$ cat config.mk
export PLATFORM = sky130hd
export DESIGN_NAME = led_scan
export DESIGN_NICKNAME = d
export VERILOG_FILES = /design/src/rtl/led_scan.sv
export SDC_FILE = /design/constraint.sdc
export NUM_CORES = 1
export LEC_CHECK = 0
export ABC_AREA = 0
export BUFFER_PORTS_ARGS = -buffer_cell sky130_fd_sc_hd__buf_2
export CAP_MARGIN = 20
export CORE_AREA = 2 2 109 111
export DETAILED_ROUTE_END_ITERATION = 12
export DIE_AREA = 0 0 111 113
export PLACE_DENSITY = 0.64
export SLEW_MARGIN = 30
export SYNTH_ARGS = -nofsm -noshare
export SYNTH_HDL_FRONTEND = slang
export SYNTH_SLANG_ARGS = --single-unit
$ cat constraint.sdc
create_clock -name clk -period 3.6 [get_ports clk]
set_input_delay 0.36 -clock clk [delete_from_list [all_inputs] [get_ports clk]]
set_output_delay 0.36 -clock clk [all_outputs]
set_load 0.01 [all_outputs]
$ cat src/rtl/led_scan.sv
// Row-scanned LED panel driver: fetch a 64-pixel row, shift it out
// serially, latch it, then light it for DISPLAY_CYCLES clocks.
module led_scan #(
  parameter int DISPLAY_CYCLES = 256
) (
  input  logic        clk,
  input  logic        rst,
  input  logic        enable,
  output logic        frame_row_rd,
  output logic [5:0]  frame_row_addr,
  input  logic [63:0] frame_row_data,
  output logic        panel_data,
  output logic        panel_sclk,
  output logic        panel_latch,
  output logic        panel_oe_n,
  output logic [5:0]  panel_row,
  output logic        frame_done
);

  localparam logic [15:0] DISP_LAST = 16'(DISPLAY_CYCLES - 1);

  typedef enum logic [2:0] {
    IDLE, FETCH, LOAD, SHIFT, LATCH, DISPLAY
  } state_e;

  state_e      state_q, state_d;
  logic [5:0]  row_q, row_d;
  logic [5:0]  col_q, col_d;
  logic        phase_q, phase_d;
  logic [15:0] disp_q, disp_d;
  logic [63:0] sr_q, sr_d;

  logic        rd_q, rd_d;
  logic [5:0]  addr_q, addr_d;
  logic        data_q, data_d;
  logic        sclk_q, sclk_d;
  logic        latch_q, latch_d;
  logic        oe_n_q, oe_n_d;
  logic [5:0]  prow_q, prow_d;
  logic        done_q, done_d;

  always_comb begin
    state_d = state_q;
    row_d   = row_q;
    col_d   = col_q;
    phase_d = phase_q;
    disp_d  = disp_q;
    sr_d    = sr_q;
    rd_d    = 1'b0;
    addr_d  = addr_q;
    data_d  = data_q;
    sclk_d  = 1'b0;
    latch_d = 1'b0;
    oe_n_d  = 1'b1;
    prow_d  = prow_q;
    done_d  = 1'b0;
    unique case (state_q)
      IDLE: begin
        if (enable) begin
          state_d = FETCH;
          row_d   = '0;
          rd_d    = 1'b1;
          addr_d  = '0;
        end
      end
      FETCH: state_d = LOAD;
      LOAD: begin
        state_d = SHIFT;
        sr_d    = frame_row_data;
        col_d   = '0;
        phase_d = 1'b0;
        data_d  = frame_row_data[0];
      end
      SHIFT: begin
        if (!phase_q) begin
          phase_d = 1'b1;
          sclk_d  = 1'b1;
        end else if (col_q == 6'd63) begin
          state_d = LATCH;
          latch_d = 1'b1;
          prow_d  = row_q;
        end else begin
          col_d   = col_q + 6'd1;
          phase_d = 1'b0;
          data_d  = sr_q[col_d];
        end
      end
      LATCH: begin
        state_d = DISPLAY;
        disp_d  = '0;
        oe_n_d  = 1'b0;
      end
      DISPLAY: begin
        if (disp_q != DISP_LAST) begin
          disp_d = disp_q + 16'd1;
          oe_n_d = 1'b0;
        end else if (row_q != 6'd63) begin
          row_d   = row_q + 6'd1;
          state_d = FETCH;
          rd_d    = 1'b1;
          addr_d  = row_d;
        end else begin
          // frame boundary: the only place besides IDLE where enable counts
          done_d = 1'b1;
          row_d  = '0;
          if (enable) begin
            state_d = FETCH;
            rd_d    = 1'b1;
            addr_d  = '0;
          end else begin
            state_d = IDLE;
          end
        end
      end
      default: state_d = IDLE;
    endcase
  end

  always_ff @(posedge clk) begin
    if (rst) begin
      state_q <= IDLE;
      row_q   <= '0;
      col_q   <= '0;
      phase_q <= 1'b0;
      disp_q  <= '0;
      sr_q    <= '0;
      rd_q    <= 1'b0;
      addr_q  <= '0;
      data_q  <= 1'b0;
      sclk_q  <= 1'b0;
      latch_q <= 1'b0;
      oe_n_q  <= 1'b1;
      prow_q  <= '0;
      done_q  <= 1'b0;
    end else begin
      state_q <= state_d;
      row_q   <= row_d;
      col_q   <= col_d;
      phase_q <= phase_d;
      disp_q  <= disp_d;
      sr_q    <= sr_d;
      rd_q    <= rd_d;
      addr_q  <= addr_d;
      data_q  <= data_d;
      sclk_q  <= sclk_d;
      latch_q <= latch_d;
      oe_n_q  <= oe_n_d;
      prow_q  <= prow_d;
      done_q  <= done_d;
    end
  end

  assign frame_row_rd   = rd_q;
  assign frame_row_addr = addr_q;
  assign panel_data     = data_q;
  assign panel_sclk     = sclk_q;
  assign panel_latch    = latch_q;
  assign panel_oe_n     = oe_n_q;
  assign panel_row      = prow_q;
  assign frame_done     = done_q;

endmodule
==> impl_metrics.toml, run 1 <==
[drt]
dr.pass1.iters = 4
ant_nets = 0
wl_mm = 11.0
drtIter0Drc = 250
viasPerCell = 5.14
drc = 0
via_count = 4181
avgRoutedWirePerCell_um = 13.5

[logic_synthesis]
yosysSeqAreaShare_pct = 45.6
netlist_area_um2 = 5010
ys_types = 46
avgSynthCellArea_um2 = 8.54
synth_nets = 656
synth_seq_cells = 114
synth_top_area_share_pct = 45.6
synthArstFlopShare_pct = 0
synthTopCellsByArea = "dfxtp_1, nand2_1, a21oi_1"
synth_edf_count = 0
netlist_instances = 586
synth_largest_area_cell = "dfxtp_1"
yosysWarnings = 0
synth_ff_type = "dfxtp_1"

[power_and_ir_drop]
p_sw_share_pct = 22.7
powerDensity_nw_per_um2 = 543
power.share.clock_pct = 52.5
intPower_mw = 2.56
p_leak_nw = 2.31
pwr-share-comb_pct = 6.9
total_power_mw = 3.32
ir_drop_mv = 0.833
seqPwrFrac_pct = 40.6
switchingPower_uw = 754

[worst_setup_path]
end_kind = "flip-flop"
crit_type = "reg2reg"
regToRegSetupSlack_ns = 0.84
endpoint = "panel_data$_SDFFE_PP0P_"
crit_required_ns = 3.89
critPathArrivalTime_ns = 3.04
cp-start-kind = "flip-flop"
rr_endpoint = "panel_data$_SDFFE_PP0P_"
startpoint = "col_q[1]$_SDFFE_PP0P_"
worst-path-max-fanout = 13
r2r-start = "col_q[1]$_SDFFE_PP0P_"
ff2ff_path_depth = 7

[clock_tree]
cts_hold_buf = 0
clock-root-buffer = "clkbuf_16"
clk_pin_slew_ns = 0.06
clock-sinks = 114
cts_setup_buffers = 0
cts_buffers = 17
insertion_delay_ns = 0.41
cts_resized = 0
cts.htree.levels = 4
tritoncts = "done"
clock_path_buffers = 2

[grt]
grt_max_degree = 65
grt_pass1_wl_mm = 18.4
grt_pass1_vias = 4073
antenna_found_initial = 0
grt_use_total_pct = 17.9
overflow = 0

[place]
pre_cts_ws_ns = 0.817
gp_congestion = 0.831
port_buffers = 84
hpwl_mm = 7.47

[timing]
setup_viol = 0
setup_tns_ns = 0
post-route-period-util_pct = 76.5
rsz0062_at_grt = "false"
clock_skew_ns = 0.0102
min_period_ns = 2.76
finalMaxSlewViolations = 0
fmax_mhz = 363
setup_slack_ns = 0.845
slew_headroom_pct = 46.4
tightest_slew_ns = 0.800
holdWs_ns = 0.187
hold_viol = 0

[die]
core.rowCount = 39
die_area_um2 = 12500
initial_core_util_pct = 44.4
core_area_um2 = 11300
die_y_um = 113
die_w_um = 111
pin_count = 85

[finish]
fin_nets = 727
drive_gt1_share_pct = 22.4
antenna_cells = 0
fin_util_pct = 54.2
syn2layout_area_growth_pct = 22.1

[min_path]
hold_class = "in2reg"
hp-start = "frame_row_data[30]"

[job]
cap_violations = 0

[run_status]
status = "finished, final reports clean"
-- registers in the layout, indices dropped and copies added, names as in the netlist, 3 cells and up --
| signal | flops |
|---|---|
| sr_q | 64 |
| disp_q | 16 |
| col_q | 6 |
| frame_row_addr | 6 |
| panel_row | 6 |
| row_q | 6 |
| state_q | 3 |
-- area by class of cell --
type / instances / area (um2)
inverters: 3 / 11.3
repair buffers: 89 / 460
clock inverters: 13 / 185
well taps: 143 / 179
clock buffers: 19 / 433
multi-input cells: 432 / 2560
fillers: 1034 / 5160
flip-flops and latches: 114 / 2280
-- layout by cell type (no fill, tap or decap), types with 3 or more instances in the layout --
cell          n
nand2b_1      4
a211oi_1      3
mux2_2        7
dfxtp_1     114
clkinvlp_4    5
bufinv_16     4
buf_2        83
mux4_2       13
or4_1         3
mux2i_1      20
and3_1        6
clkbuf_16    17
or3_1         3
nor4_1        4
nand2_1     148
xor2_1       15
o21ai_0      10
a21oi_1      79
buf_4         6
nand3_1      14
nand4_1       3
ha_1          3
nor3_1        9
inv_1         3
nor2_1       46
xnor2_1       7
and4_1        3
a22oi_1       5
-- synth_stat cells (2+ instances only) --
library cell / count
mux2_2: 7
or3_1: 3
clkbuf_1: 28
nand3_1: 14
nand2_1: 149
buf_2: 4
nor4_1: 4
and3_1: 6
a22oi_1: 5
a211oi_1: 3
and3_2: 2
mux4_2: 13
nand2b_1: 4
o21ai_0: 10
inv_1: 3
xor2_1: 15
a21oi_1: 79
o21a_1: 2
nor2_1: 47
nor3_1: 9
a21o_1: 2
or2_2: 2
nand3b_1: 2
mux2i_1: 20
nor2b_1: 2
nand4_1: 3
or4_1: 3
and4_1: 3
dfxtp_1: 114
xnor2_1: 7
ha_1: 3
buf_6: 4
-- logic make-up after synthesis --
logic type                 after synthesis  share of synthesized area [%]
DFF                                    114                           45.6
buffers and inverters                   40                           3.77
adders and majority gates                3                          0.750
xor gates and xnor gates                22                           3.85
and+or+nand+nor                        257                           22.4
muxes                                   40                           11.4
AOI/OAI and AO/OA                      110                           12.3
-- routing by layer --
layer	track usage (%)	vias to the layer above	share of wire (%)
met2	30.4	88	49
met3	5.25	4	4.3
met5	0	-	0
li1	-	2154	-
met4	5.67	0	0.42
met1	22.0	1935	46
-- worst min-delay path by stage --
| stage | end | cells past startpoint |
|---|---|---|
| final | sr_q[30]$_SDFFE_PP0P_ | 3 |
| after global routing | sr_q[57]$_SDFFE_PP0P_ | 3 |
| after CTS | sr_q[22]$_SDFFE_PP0P_ | 3 |
| after detailed placement | sr_q[43]$_SDFFE_PP0P_ | 2 |
| after global placement | sr_q[32]$_SDFFE_PP0P_ | 2 |
| after floorplan | sr_q[18]$_SDFFE_PP0P_ | 2 |
-- stage by stage --
stage	cells	instance area (um2)
2_1_floorplan	586	5010
3_3_place_gp	781	5480
3_5_place_dp	781	5480
4_1_cts	813	6100
5_1_grt	813	6110
6_report	813	6110
-- power groups by stage --
stage,Combinational [mW],Clock [mW],Sequential (mW)
floorplan,0.166,0,1.36
global placement,0.221,0,1.37
detailed placement,0.230,0,1.37
CTS,0.231,1.77,1.35
global route,0.261,1.83,1.35
finish,0.228,1.74,1.35
-- critical path: stages (launching register included) --
cell	delay, ns
dfxtp_1	0.34
ha_1	0.61
buf_4	0.35
mux4_2	0.52
mux2_2	0.27
a41o_1	0.23
a211oi_1	0.23
o211ai_1	0.10
No activity file was read; power rests on OpenSTA's default activity.
==> run 2, diff against run 1 <==
==> constraint.sdc (replaced) <==
create_clock -name clk -period 2.8 [get_ports clk]
set_input_delay 0.28 -clock clk [delete_from_list [all_inputs] [get_ports clk]]
set_output_delay 0.28 -clock clk [all_outputs]
set_load 0.01 [all_outputs]
==> impl_metrics.toml, run 2 (synthesis gave the netlist of run 1 again) <==
[finish]
final_cell_mix = "nand2_1, dfxtp_1, buf_2"
syn2layout_area_growth_pct = 21.3
fin_nets = 734
drive_gt1_share_pct = 22.6
top_register = "sr_q"
largestRegisters = "sr_q (64), disp_q (16)"
layout_commonest_cell = "nand2_1"
largest_register_ffs = 64
fillerInstances = 1042
antenna_cells = 0
final_cell_area_um2 = 6080

[die]
die_area_um2 = 12500
initial_core_util_pct = 44.4
pin_count = 85
die_y_um = 113
core_area_um2 = 11300
core.rowCount = 39
die_w_um = 111

[timing]
fmax_mhz = 386
setup_viol = 0
clock_skew_ns = 0.0107
min_period_ns = 2.59
rsz0062_at_grt = "false"
setup_tns_ns = 0
hold_viol = 0
tightest_slew_ns = 0.729
post-route-period-util_pct = 92.5
finalMaxSlewViolations = 0
slew_headroom_pct = 51.1

[grt]
grt_max_degree = 65
overflow = 0
grt_pass1_wl_mm = 18.7
grt_pass1_vias = 4097
antenna_found_initial = 0
grt_use_total_pct = 18.2

[place]
hpwl_mm = 7.74
gp_congestion = 0.840
dpl-instance-area_um2 = 5540
port_buffers = 84

[power_and_ir_drop]
total_power_mw = 3.98
p_leak_nw = 2.33
power.share.clock_pct = 48.8
intPower_mw = 3.08
ir_drop_mv = 0.611
pwr-share-comb_pct = 7.8
p_sw_share_pct = 22.6
switchingPower_uw = 900
seqPwrFrac_pct = 43.4
powerDensity_nw_per_um2 = 655

[worst_setup_path]
crit_required_ns = 3.08
crit_type = "reg2reg"
worst-path-max-fanout = 13
cp-start-kind = "flip-flop"
cp_cell_sequence = "ha_1, buf_4, mux4_2, mux2_2, a41o_1, a211oi_1, o211ai_1"
slowest_delay_ns = 0.52
slowest_stage = "mux4_2"
critPathArrivalTime_ns = 2.87
end_kind = "flip-flop"

[drt]
drc = 0
wl_met2_mm = 5.45
dr.pass1.iters = 5
drtIter0Drc = 242
wl_mm = 11.1
avgRoutedWirePerCell_um = 13.6
viasPerCell = 5.15
ant_nets = 0
via_count = 4210
dr.max_layer_used = "met4"
met1_length_mm = 5.15
wl_met3_um = 440

[clock_tree]
clk_pin_slew_ns = 0.05
clock_path_buffers = 2
cts_resized = 0
cts_buffers = 17
tritoncts = "done"
cts_hold_buf = 0
clock-sinks = 114
cts.htree.levels = 4
cts_setup_buffers = 0
insertion_delay_ns = 0.40
clock-root-buffer = "clkbuf_16"

[run_status]
status = "finished, final reports clean"

[job]
cap_violations = 0

[min_path]
hold_class = "in2reg"
[run 2: cell count changes in the layout (fill, tap and decap cells not counted), sizes merged]
cell	before	now
buf	89	96
clkinvlp	5	0
bufinv	4	1
clkbuf	19	22
clkinv	3	6
inv	4	3
[run 2: final cells by class]
cell class                      count  area (um2)  share of cell area, %
Sequential cell                   114        2280                   37.6
Multi-Input combinational cell    432        2550                   41.9
Tap cell                          143         179                   2.94
Timing Repair Buffer               96         523                   8.61
Clock buffer                       22         474                   7.80
Inverter                            3        11.3                  0.185
Clock inverter                      7        60.1                  0.988
[run 2: per-stage QoR]
stage | utilization (%) | hold slack (ns) | setup slack (ns) | instances
3_3_place_gp | 49.2 | 0.441 | 0.233 | 788
2_1_floorplan | - | 0.416 | 0.503 | 586
4_1_cts | 53.9 | 0.103 | 0.165 | 817
3_5_place_dp | 49.2 | 0.450 | 0.183 | 788
6_report | 53.9 | 0.114 | 0.210 | 817
5_1_grt | 53.9 | 0.117 | 0.0378 | 817
[run 2: final timing paths]
check,end,slack (ns),from,cells after the start
max reg2reg,panel_data$_SDFFE_PP0P_,0.21,col_q[1]$_SDFFE_PP0P_,7
min,sr_q[45]$_SDFFE_PP0P_,0.11,frame_row_data[45],3
max,panel_data$_SDFFE_PP0P_,0.21,col_q[1]$_SDFFE_PP0P_,7
min reg2reg,frame_row_addr[0]$_SDFFE_PP0P_,0.45,frame_row_addr[0]$_SDFFE_PP0P_,2
[run 2: power by group through the flow]
| stage | combinational, mW | clock [mW] | sequential (mW) |
|---|---|---|---|
| detailed placement | 0.311 | 0 | 1.76 |
| CTS | 0.312 | 1.97 | 1.73 |
| global placement | 0.303 | 0 | 1.76 |
| global route | 0.350 | 2.05 | 1.73 |
| finish | 0.309 | 1.94 | 1.73 |
| floorplan | 0.214 | 0 | 1.74 |
[run 2: per-layer routing]
| layer | up-vias | track usage (%) |
|---|---|---|
| li1 | 2169 | - |
| met1 | 1946 | 22.3 |
| met2 | 89 | 31.9 |
| met3 | 6 | 4.50 |
| met4 | 0 | 5.58 |
| met5 | - | 0 |
[run 2: critical path, delay by kind of cell (launching register included)]
family / cells / cell delay [ns]
fa+ha+maj: 1 / 0.48
mux: 2 / 0.79
buf+inv: 1 / 0.32
compound gates: 3 / 0.55
flops: 1 / 0.33
